File: config.mk
export PLATFORM = sky130hd
export DESIGN_NAME = req_frame_responder
export DESIGN_NICKNAME = d
export VERILOG_FILES = /design/src/rtl/req_frame_responder.sv
export SDC_FILE = /design/constraint.sdc
export NUM_CORES = 1
export LEC_CHECK = 0
export CAP_MARGIN = 10
export CORE_ASPECT_RATIO = 0.9
export CORE_MARGIN = 3
export CORE_UTILIZATION = 50
export CTS_CLUSTER_SIZE = 20
export DETAILED_ROUTE_END_ITERATION = 16
export MAX_ROUTING_LAYER = met4
export PLACE_DENSITY = 0.76
export SYNTH_ARGS = -nofsm -noshare
export SYNTH_HDL_FRONTEND = slang
export SYNTH_SLANG_ARGS = --single-unit
File: constraint.sdc
create_clock -name clk -period 2 [get_ports clk]
set_input_delay 0.4 -clock clk [delete_from_list [all_inputs] [get_ports clk]]
set_output_delay 0.4 -clock clk [all_outputs]
set_load 0.005 [all_outputs]
File: src/rtl/req_frame_responder.sv
// req_frame_responder: remote-side handler for the 2-byte room/sensor request
// frame. It collects the frame from the UART receiver and validates it. When
// needed it fetches a reading over a req/ack handshake with the acquisition
// block. It then answers with a 2-byte response frame through the UART
// transmitter.
// Optional feature macro: RESP_STATUS_QUERY_EN. When it is defined, sensor code
// 11 becomes a status query that returns drop_cnt and clears it once the
// response has gone out.
module req_frame_responder #(
  parameter int CLK_FREQ         = 25_000_000,
  parameter int BYTE_TIMEOUT_CYC = 250_000,
  parameter int SENS_TIMEOUT_CYC = 25_000
) (
  input  logic       clk,
  input  logic       rst,
  input  logic       rx_valid,
  input  logic [7:0] rx_byte,
  input  logic       tx_busy,
  input  logic       tx_done,
  output logic       tx_start,
  output logic [7:0] tx_data,
  output logic       sens_req,
  output logic [1:0] sens_sala,
  output logic [1:0] sens_sensor,
  input  logic       sens_ack,
  input  logic [7:0] sens_data,
  output logic       resp_done,
  output logic [7:0] drop_cnt,
  output logic       busy
);

  // The timeouts are in cycles; CLK_FREQ is only sanity-checked.
  if (CLK_FREQ <= 0 || BYTE_TIMEOUT_CYC < 2 || SENS_TIMEOUT_CYC < 2) begin : g_param_check
    $error("req_frame_responder: invalid timing parameters");
  end

  localparam logic [31:0] BYTE_TMO_LAST = 32'(BYTE_TIMEOUT_CYC - 1);
  localparam logic [31:0] SENS_TMO_LAST = 32'(SENS_TIMEOUT_CYC - 1);
  localparam logic [3:0]  STAT_OK       = 4'hA;
  localparam logic [3:0]  STAT_ERR      = 4'hE;

  typedef enum logic [2:0] {
    ST_IDLE       = 3'd0,
    ST_WAIT_B2    = 3'd1,
    ST_CHECK      = 3'd2,
    ST_REQ_SENSOR = 3'd3,
    ST_SEND_B1    = 3'd4,
    ST_WAIT_TX1   = 3'd5,
    ST_SEND_B2    = 3'd6,
    ST_WAIT_TX2   = 3'd7
  } state_e;

  state_e      state_q, state_d;
  logic [31:0] tmr_q, tmr_d;
  logic [7:0]  hdr_q, hdr_d;
  logic [7:0]  pay_q, pay_d;
  logic [7:0]  data_q, data_d;
  logic [7:0]  tx_data_q, tx_data_d;
  logic [7:0]  drop_cnt_q, drop_cnt_d;
  logic        resp_done_q, resp_done_d;
`ifdef RESP_STATUS_QUERY_EN
  logic        query_q, query_d;
`endif

  logic [3:0]  status_s;
  logic [7:0]  err_s;
  logic        sala_ok_s;
  logic        sensor_bad_s;
  logic        drop_inc_s;
  logic        clear_s;

  // Next-state, frame validation, response byte staging and drop accounting.
  always_comb begin
    state_d      = state_q;
    hdr_d        = hdr_q;
    pay_d        = pay_q;
    data_d       = data_q;
    resp_done_d  = 1'b0;
    status_s     = STAT_OK;
    drop_inc_s   = 1'b0;
`ifdef RESP_STATUS_QUERY_EN
    query_d      = query_q;
    sensor_bad_s = 1'b0;
`else
    sensor_bad_s = (hdr_q[3:2] == 2'b11);
`endif

    // Error code precedence: header nibble, sala, sensor, payload.
    sala_ok_s = (hdr_q[1:0] == 2'b01) || (hdr_q[1:0] == 2'b10);
    if (hdr_q[7:4] != 4'h0) begin
      err_s = 8'h01;
    end else if (!sala_ok_s) begin
      err_s = 8'h02;
    end else if (sensor_bad_s) begin
      err_s = 8'h03;
    end else if (pay_q != 8'h00) begin
      err_s = 8'h04;
    end else begin
      err_s = 8'h00;
    end

    case (state_q)
      ST_IDLE: begin
        if (rx_valid) begin
          hdr_d   = rx_byte;
          state_d = ST_WAIT_B2;
        end else begin
          state_d = ST_IDLE;
        end
      end
      ST_WAIT_B2: begin
        // A byte arriving on the expiry cycle still completes the frame.
        if (rx_valid) begin
          pay_d   = rx_byte;
          state_d = ST_CHECK;
        end else if (tmr_q == BYTE_TMO_LAST) begin
          drop_inc_s = 1'b1;
          state_d    = ST_IDLE;
        end else begin
          state_d = ST_WAIT_B2;
        end
      end
      ST_CHECK: begin
`ifdef RESP_STATUS_QUERY_EN
        query_d = 1'b0;
`endif
        if (err_s != 8'h00) begin
          status_s = STAT_ERR;
          data_d   = err_s;
          state_d  = ST_SEND_B1;
        end else if (hdr_q[3:2] == 2'b00) begin
          data_d  = 8'h00;
          state_d = ST_SEND_B1;
`ifdef RESP_STATUS_QUERY_EN
        end else if (hdr_q[3:2] == 2'b11) begin
          data_d  = drop_cnt_q;
          query_d = 1'b1;
          state_d = ST_SEND_B1;
`endif
        end else begin
          state_d = ST_REQ_SENSOR;
        end
      end
      ST_REQ_SENSOR: begin
        if (sens_ack) begin
          data_d  = sens_data;
          state_d = ST_SEND_B1;
        end else if (tmr_q == SENS_TMO_LAST) begin
          status_s = STAT_ERR;
          data_d   = 8'h05;
          state_d  = ST_SEND_B1;
        end else begin
          state_d = ST_REQ_SENSOR;
        end
      end
      ST_SEND_B1: begin
        if (!tx_busy) begin
          state_d = ST_WAIT_TX1;
        end else begin
          state_d = ST_SEND_B1;
        end
      end
      ST_WAIT_TX1: begin
        if (tx_done) begin
          state_d = ST_SEND_B2;
        end else begin
          state_d = ST_WAIT_TX1;
        end
      end
      ST_SEND_B2: begin
        if (!tx_busy) begin
          state_d = ST_WAIT_TX2;
        end else begin
          state_d = ST_SEND_B2;
        end
      end
      ST_WAIT_TX2: begin
        if (tx_done) begin
          resp_done_d = 1'b1;
          state_d     = ST_IDLE;
        end else begin
          state_d = ST_WAIT_TX2;
        end
      end
      default: begin
        state_d = ST_IDLE;
      end
    endcase

    // Shared timer restarts on every state entry; it only runs where a timeout applies.
    if (state_d != state_q) begin
      tmr_d = 32'd0;
    end else if (state_q == ST_WAIT_B2 || state_q == ST_REQ_SENSOR) begin
      tmr_d = tmr_q + 32'd1;
    end else begin
      tmr_d = tmr_q;
    end

    // Stage each response byte on entry to its send state and hold it through the shift-out.
    if (state_d == ST_SEND_B1 && state_q != ST_SEND_B1) begin
      tx_data_d = {status_s, hdr_q[3:0]};
    end else if (state_d == ST_SEND_B2 && state_q != ST_SEND_B2) begin
      tx_data_d = data_q;
    end else begin
      tx_data_d = tx_data_q;
    end

    // Bytes received while a response is in progress are discarded and counted.
    if (rx_valid && state_q != ST_IDLE && state_q != ST_WAIT_B2) begin
      drop_inc_s = 1'b1;
    end else begin
      drop_inc_s = drop_inc_s;
    end

`ifdef RESP_STATUS_QUERY_EN
    clear_s = query_q && resp_done_d;
`else
    clear_s = 1'b0;
`endif

    if (clear_s) begin
      drop_cnt_d = 8'h00;
    end else if (drop_inc_s && drop_cnt_q != 8'hFF) begin
      drop_cnt_d = drop_cnt_q + 8'h01;
    end else begin
      drop_cnt_d = drop_cnt_q;
    end
  end

  // State and datapath registers with synchronous reset.
  always_ff @(posedge clk) begin
    if (rst) begin
      state_q     <= ST_IDLE;
      tmr_q       <= 32'd0;
      hdr_q       <= 8'h00;
      pay_q       <= 8'h00;
      data_q      <= 8'h00;
      tx_data_q   <= 8'h00;
      drop_cnt_q  <= 8'h00;
      resp_done_q <= 1'b0;
`ifdef RESP_STATUS_QUERY_EN
      query_q     <= 1'b0;
`endif
    end else begin
      state_q     <= state_d;
      tmr_q       <= tmr_d;
      hdr_q       <= hdr_d;
      pay_q       <= pay_d;
      data_q      <= data_d;
      tx_data_q   <= tx_data_d;
      drop_cnt_q  <= drop_cnt_d;
      resp_done_q <= resp_done_d;
`ifdef RESP_STATUS_QUERY_EN
      query_q     <= query_d;
`endif
    end
  end

  assign tx_start    = (state_q == ST_SEND_B1 || state_q == ST_SEND_B2) && !tx_busy;
  assign tx_data     = tx_data_q;
  assign sens_req    = (state_q == ST_REQ_SENSOR);
  assign sens_sala   = sens_req ? hdr_q[1:0] : 2'b00;
  assign sens_sensor = sens_req ? hdr_q[3:2] : 2'b00;
  assign resp_done   = resp_done_q;
  assign drop_cnt    = drop_cnt_q;
  assign busy        = (state_q != ST_IDLE);

endmodule

Yosys cells after proc, flatten, opt, wreduce, memory -nomap -nowiden --
Cells that the tools add are included. W data, S select, Z words.
Word-level totals: register bits 76, input bits 22, output and inout bits 24
Cells by class: $add $sub $neg 2, equal/unequal tests 21, multiplexer cells 34, bitwise gates (word level) 1, reduce and logical (&&, ||, !) cells 23
Operators by type and width (number):
- $mux W8 | 6
- $mux W3 | 12
- $add A32 B1 Y32 const B | 1
- $eq A32 B15 Y1 const B | 1
- $eq A32 B18 Y1 const B | 1
- $pmux W3 S8 | 1
- $eq A3 B3 Y1 const B | 6
- $pmux W8 S2 | 1
- $reduce_bool A8 Y1 | 2
- $mux W1 | 9
- $ne A3 B3 Y1 const B | 3
- $add A8 B1 Y8 const B | 1
- $mux W2 | 4
- $ne A8 B8 Y1 const B | 1
- $eq A3 B2 Y1 const B | 2
- $logic_and A1 B1 Y1 | 6
- $ne A3 B1 Y1 const B | 2
- $pmux W3 S2 | 1
- $eq A2 B2 Y1 const B | 2
- $reduce_and A2 Y1 | 2
- $reduce_bool A2 Y1 | 2
- $reduce_bool A4 Y1 | 1
- $reduce_or A2 Y1 | 2
- $eq A3 B1 Y1 const B | 1
- other kinds (9) | 11

Longest topological paths before layout --
depth in word-level cells 12, depth in mapped cells 8

Worst setup path after synthesis --
Ideal clock, no wire load.
path kind reg-to-reg, from register tmr_q[3], to register drop_cnt_q[0] (netlist: drop_cnt[0]), arrival 1.992 ns, data required time 1.879 ns, slack -0.113 ns, stages on the path, launching flop included 7, path buffers 1, cell sequence dfxtp_1 -> buf_2 -> or3b_2 -> nor4_1 -> nand3_1 -> a21boi_1 -> mux2_2
Between the ends: cells in the longest elaborated chain, start to end 6
Ends and longest elaborated chain:
- start: declaration | RTL line 54 | logic [31:0] tmr_q, tmr_d;
- start signal: assignment | RTL line 246 | tmr_q <= tmr_d;
- $eq A32 B18 Y1 | RTL line 116 | end else if (tmr_q == BYTE_TMO_LAST) begin
- $mux W1 | RTL line 116
- $mux W1 | RTL line 113 | if (rx_valid) begin
- $mux W1 | RTL line 102 | case (state_q)
- $mux W1 | RTL line 209 | if (rx_valid && state_q != ST_IDLE && state_q != ST_WAIT_B2) begin
- $logic_and A1 B1 Y1 | RTL line 223 | end else if (drop_inc_s && drop_cnt_q != 8'hFF) begin
- end signal: assignment | RTL line 251 | drop_cnt_q <= drop_cnt_d;
- end: declaration | RTL line 59 | logic [7:0] drop_cnt_q, drop_cnt_d;
Every way passes these cells. A chain may end at the register's enable or synchronous reset.

Final worst setup path --
from register tmr_q[31], to register tx_data_q[6] (netlist: tx_data[6])
Between the ends: cells in the longest elaborated chain, start to end 7, elaborated cells on any way between the ends 16, classes of those cells eq/ne: 4; mux: 9; reduce/logical: 3
Ends and longest elaborated chain:
- $eq A32 B15 Y1 or $eq A32 B18 Y1 (tied branches) | RTL line 148, 116
- $mux W3 or $mux W1 (tied branches) | RTL line 148, 116
- $mux W3 or $mux W2 (tied branches) | RTL line 145, 113
- $pmux W3 S8 | RTL line 102
- $eq A3 B3 Y1 (on tied branches) | RTL line 200, 202
- $logic_and A1 B1 Y1 (on tied branches) | RTL line 200, 202
- $mux W8 or $reduce_bool A2 Y1 (tied branches)
- end signal: assignment | RTL line 250 | tx_data_q <= tx_data_d;
- end: declaration | RTL line 58 | logic [7:0] tx_data_q, tx_data_d;
Several ways; a longest one is shown, not always the timed one.

==> results.yml <==
drt:
  drcViolationCount: 0
  dr.pass1.iters: 5
  drt_iter0_drc: 285
  drt-met1-wl_mm: 5.25
  routed_wl_mm: 12.7
  dr_total_vias: 4157
  wl_met2_mm: 6.18
  post_drt_via_cell_ratio: 6.17
  wl_met3_um: 930
  highest_layer: "met4"
  drtAntennaViolNets: 0
  wire_per_inst_um: 18.8
worst_setup_path:
  worstRegToRegCells: 7
  worstPathArrival_ns: 2.46
  path_class: "register to register"
  rr_startpoint: "tmr_q[31]"
  cp_max_fo: 3
  required_ns: 2.28
  worstSetupEndpointType: "register"
  crit_path_start_kind: "register"
  crit_path_start: "tmr_q[31]"
power:
  power_frac_clock_pct: 31.7
  power.internal_w: 0.00223
  seq_power_share_pct: 51.6
  p_comb_share_pct: 16.7
  switching_share_pct: 27.7
  power_w: 0.00308
  power_density_nw_per_um2: 549
  p_sw_w: 0.000853
  worst_ir_drop_vdd_v: 0.000476
  p_leak_nw: 2.06
floorplanning:
  die_h_um: 89.3
  die-area_um2: 8810
  pin_count: 46
  die_w_um: 98.6
  initial_utilization_pct: 53.2
  row_count: 29
  fp.coreArea_um2: 7260
layout:
  final_layout_size_suffix_gt1_share_pct: 30.1
  area_growth_pct: 45.4
  num_antenna_cells: 0
  final_core_util_pct: 77.3
  multi_input_comb_area_um2: 2460
  nFillCells: 460
  regArea_um2: 1530
  fin_nets: 603
yosys:
  ys_seq_elements: 76
  async_flop_share_pct: 0
  syn_nets: 477
  synth-edff-count: 0
  synth.distinct_cells: 53
  yosys_warnings: 0
  syn_avg_cell_area_um2: 8.52
  syn_inst: 453
  synth_ff_type: "dfxtp_1"
  ys_seq_area_share_pct: 39.4
  synth_area_um2: 3860
timing:
  worstMarginPinSlew_ns: 0.845
  rsz0062_at_grt: "true"
  slew_violations: 0
  finClkSkew_ns: 0.0107
  finalCriticalPeriod_ns: 2.18
  setup-violations-final: 55
  fmax_mhz: 458
  setup_ws_ns: -0.182
  relSlewSlack_pct: 43.3
  hold_viol_final: 0
  fin_crit_sh_pct: 109
clock_tree:
  clk-insertion-delay-late_ns: 0.36
  numCtsBuffers: 9
  cts_root_buf: "clkbuf_8"
  cts_tree: "done"
  cts.clk_slew.worst_paths_ns: 0.08
  clock_sinks: 76
  htreeDepth: 3
  clockBufferDepth: 2
status:
  violations: "setup timing"
  status: "finished with violations"
global_routing:
  grt_pass1_wl_mm: 19.3
  grt_usage_pct: 28.3
  grt.overflow.total: 0
  grt_max_degree: 53
  antenna_found_initial: 0
  grt_pass1_vias: 3946
hold_path:
  hp-class: "primary input to register"
  hold_start: "rst"
  min_path_cells: 2
flow_run:
  cap_violations: 0
placement:
  dp_hpwl_mm: 7.71
  gp_congestion: 0.900
  port_buffers: 45
==> final timing paths <==
path | to | slack (ns)
min | state_q[1] | 0.33
max reg2reg | tx_data[6] | -0.18
max | tx_data[6] | -0.18
min reg2reg | hdr_q[5] | 0.46
==> Yosys cell counts, drive strengths merged, types with 2 or more instances <==
| master | n | share of area (%) |
|---|---|---|
| dfxtp | 76 | 39 |
| nand2 | 38 | 3.7 |
| a31oi | 29 | 4.7 |
| nor2 | 28 | 2.7 |
| a21oi | 24 | 3.1 |
| nand4 | 19 | 3.1 |
| clkbuf | 18 | 1.8 |
| nand3 | 18 | 2.3 |
| xor2 | 16 | 3.6 |
| mux2i | 14 | 3.6 |
| o21ai | 14 | 1.8 |
| inv | 13 | 1.3 |
| nor3 | 13 | 1.7 |
| nor4 | 13 | 2.3 |
| xnor2 | 13 | 3.0 |
| a211oi | 11 | 2.1 |
| buf | 11 | 1.6 |
| nand2b | 11 | 1.8 |
| mux2 | 10 | 2.9 |
| nand4b | 7 | 1.6 |
| nor2b | 7 | 1.1 |
| or3 | 7 | 1.1 |
| and4 | 5 | 1.1 |
| a32oi | 4 | 0.91 |
| and3 | 4 | 0.65 |
| or2 | 3 | 0.55 |
| a21boi | 2 | 0.39 |
| a21o | 2 | 0.39 |
| and3b | 2 | 0.45 |
| ha | 2 | 0.65 |
| o21a | 2 | 0.39 |
| o31ai | 2 | 0.75 |
| or3b | 2 | 0.45 |
| or4 | 2 | 0.49 |
==> cells in the final DEF (no fill, tap or decap), drive strengths merged, types with 10 or more instances in the layout <==
cell type and n:
clkdlybuf4s50 37, nor2 28, inv 13, clkbuf 10, nand2b 11, nor4 13, o21ai 14, nand4 19
dfxtp 76, a211oi 11, xnor2 13, a31oi 29, mux2 10, nand3 18, mux2i 14, xor2 16
buf 100, nand2 38, nor3 13, a21oi 24
==> registers in the layout, indices dropped and copies added, names as in the netlist <==
register   count
hdr_q          8
tmr_q         32
data_q         8
drop_cnt       8
pay_q          8
state_q        3
resp_done      1
tx_data        8
==> routing by layer <==
layer / vias to the layer above / global-route usage, %
met4: 0 / 11.2
met2: 187 / 46.0
met5: - / -
met3: 38 / 7.49
met1: 2007 / 33.7
li1: 1925 / -
==> logic make-up (layout without fill, tap and decap cells) <==
group | count (synthesis) | in the layout | synth area share [%]
AO/OA/AOI/OAI | 98 | 98 | 16.4
XOR/XNOR | 29 | 29 | 6.58
adder cells (fa/ha/maj) | 2 | 2 | 0.648
buffers and inverters | 42 | 170 | 4.60
flip-flops | 76 | 76 | 39.4
multiplexers | 24 | 24 | 6.55
AND/OR/NAND/NOR | 182 | 182 | 25.7
==> stage by stage <==
step	hold slack (ns)	instances	area (µm²)	worst slack [ns]	TNS, ns
floorplan	0.436	453	3900	-0.0509	-0.604
global placement	0.445	640	4910	-0.112	-0.701
detailed placement	0.451	640	4910	-0.183	-5.97
CTS	0.321	662	5300	-0.127	-2.95
global route	0.321	674	5610	-0.267	-9.51
finish	0.334	674	5610	-0.182	-4.91
==> cell type report <==
class / instances / area share, %
Inverter: 13 / 0.870
Timing Repair Buffer: 144 / 23.3
Sequential cell: 76 / 27.3
Multi-Input combinational cell: 335 / 43.9
Clock inverter: 3 / 0.312
Tap cell: 93 / 2.07
Clock buffer: 10 / 2.27
==> timing repair <==
action | 4_1_cts | 5_1_grt
gates cloned | 3 | 2
gates resized for setup | 38 | 47
pin swaps | 25 | 29
setup buffers | 6 | 10
hold buffers | 0 | 0
endpoints found under the setup margin | 62 | 62
==> critical path, stage by stage (launching register included) <==
cell and delay, ns:
dfxtp_1 0.34, nor4b_2 0.29, buf_4 0.17, nand4_1 0.12, buf_4 0.20, o41a_1 0.39, or4_1 0.51, o31ai_1 0.08
==> power groups by stage <==
stage                     clock, W  combinational [W]  sequential, W
final                     0.000977           0.000515        0.00159
after global routing       0.00105           0.000551        0.00159
after CTS                 0.000991           0.000454        0.00159
after detailed placement         0           0.000436        0.00162
after global placement           0           0.000424        0.00162
after floorplan                  0           0.000229        0.00161
No activity file was read; power rests on OpenSTA's default activity.
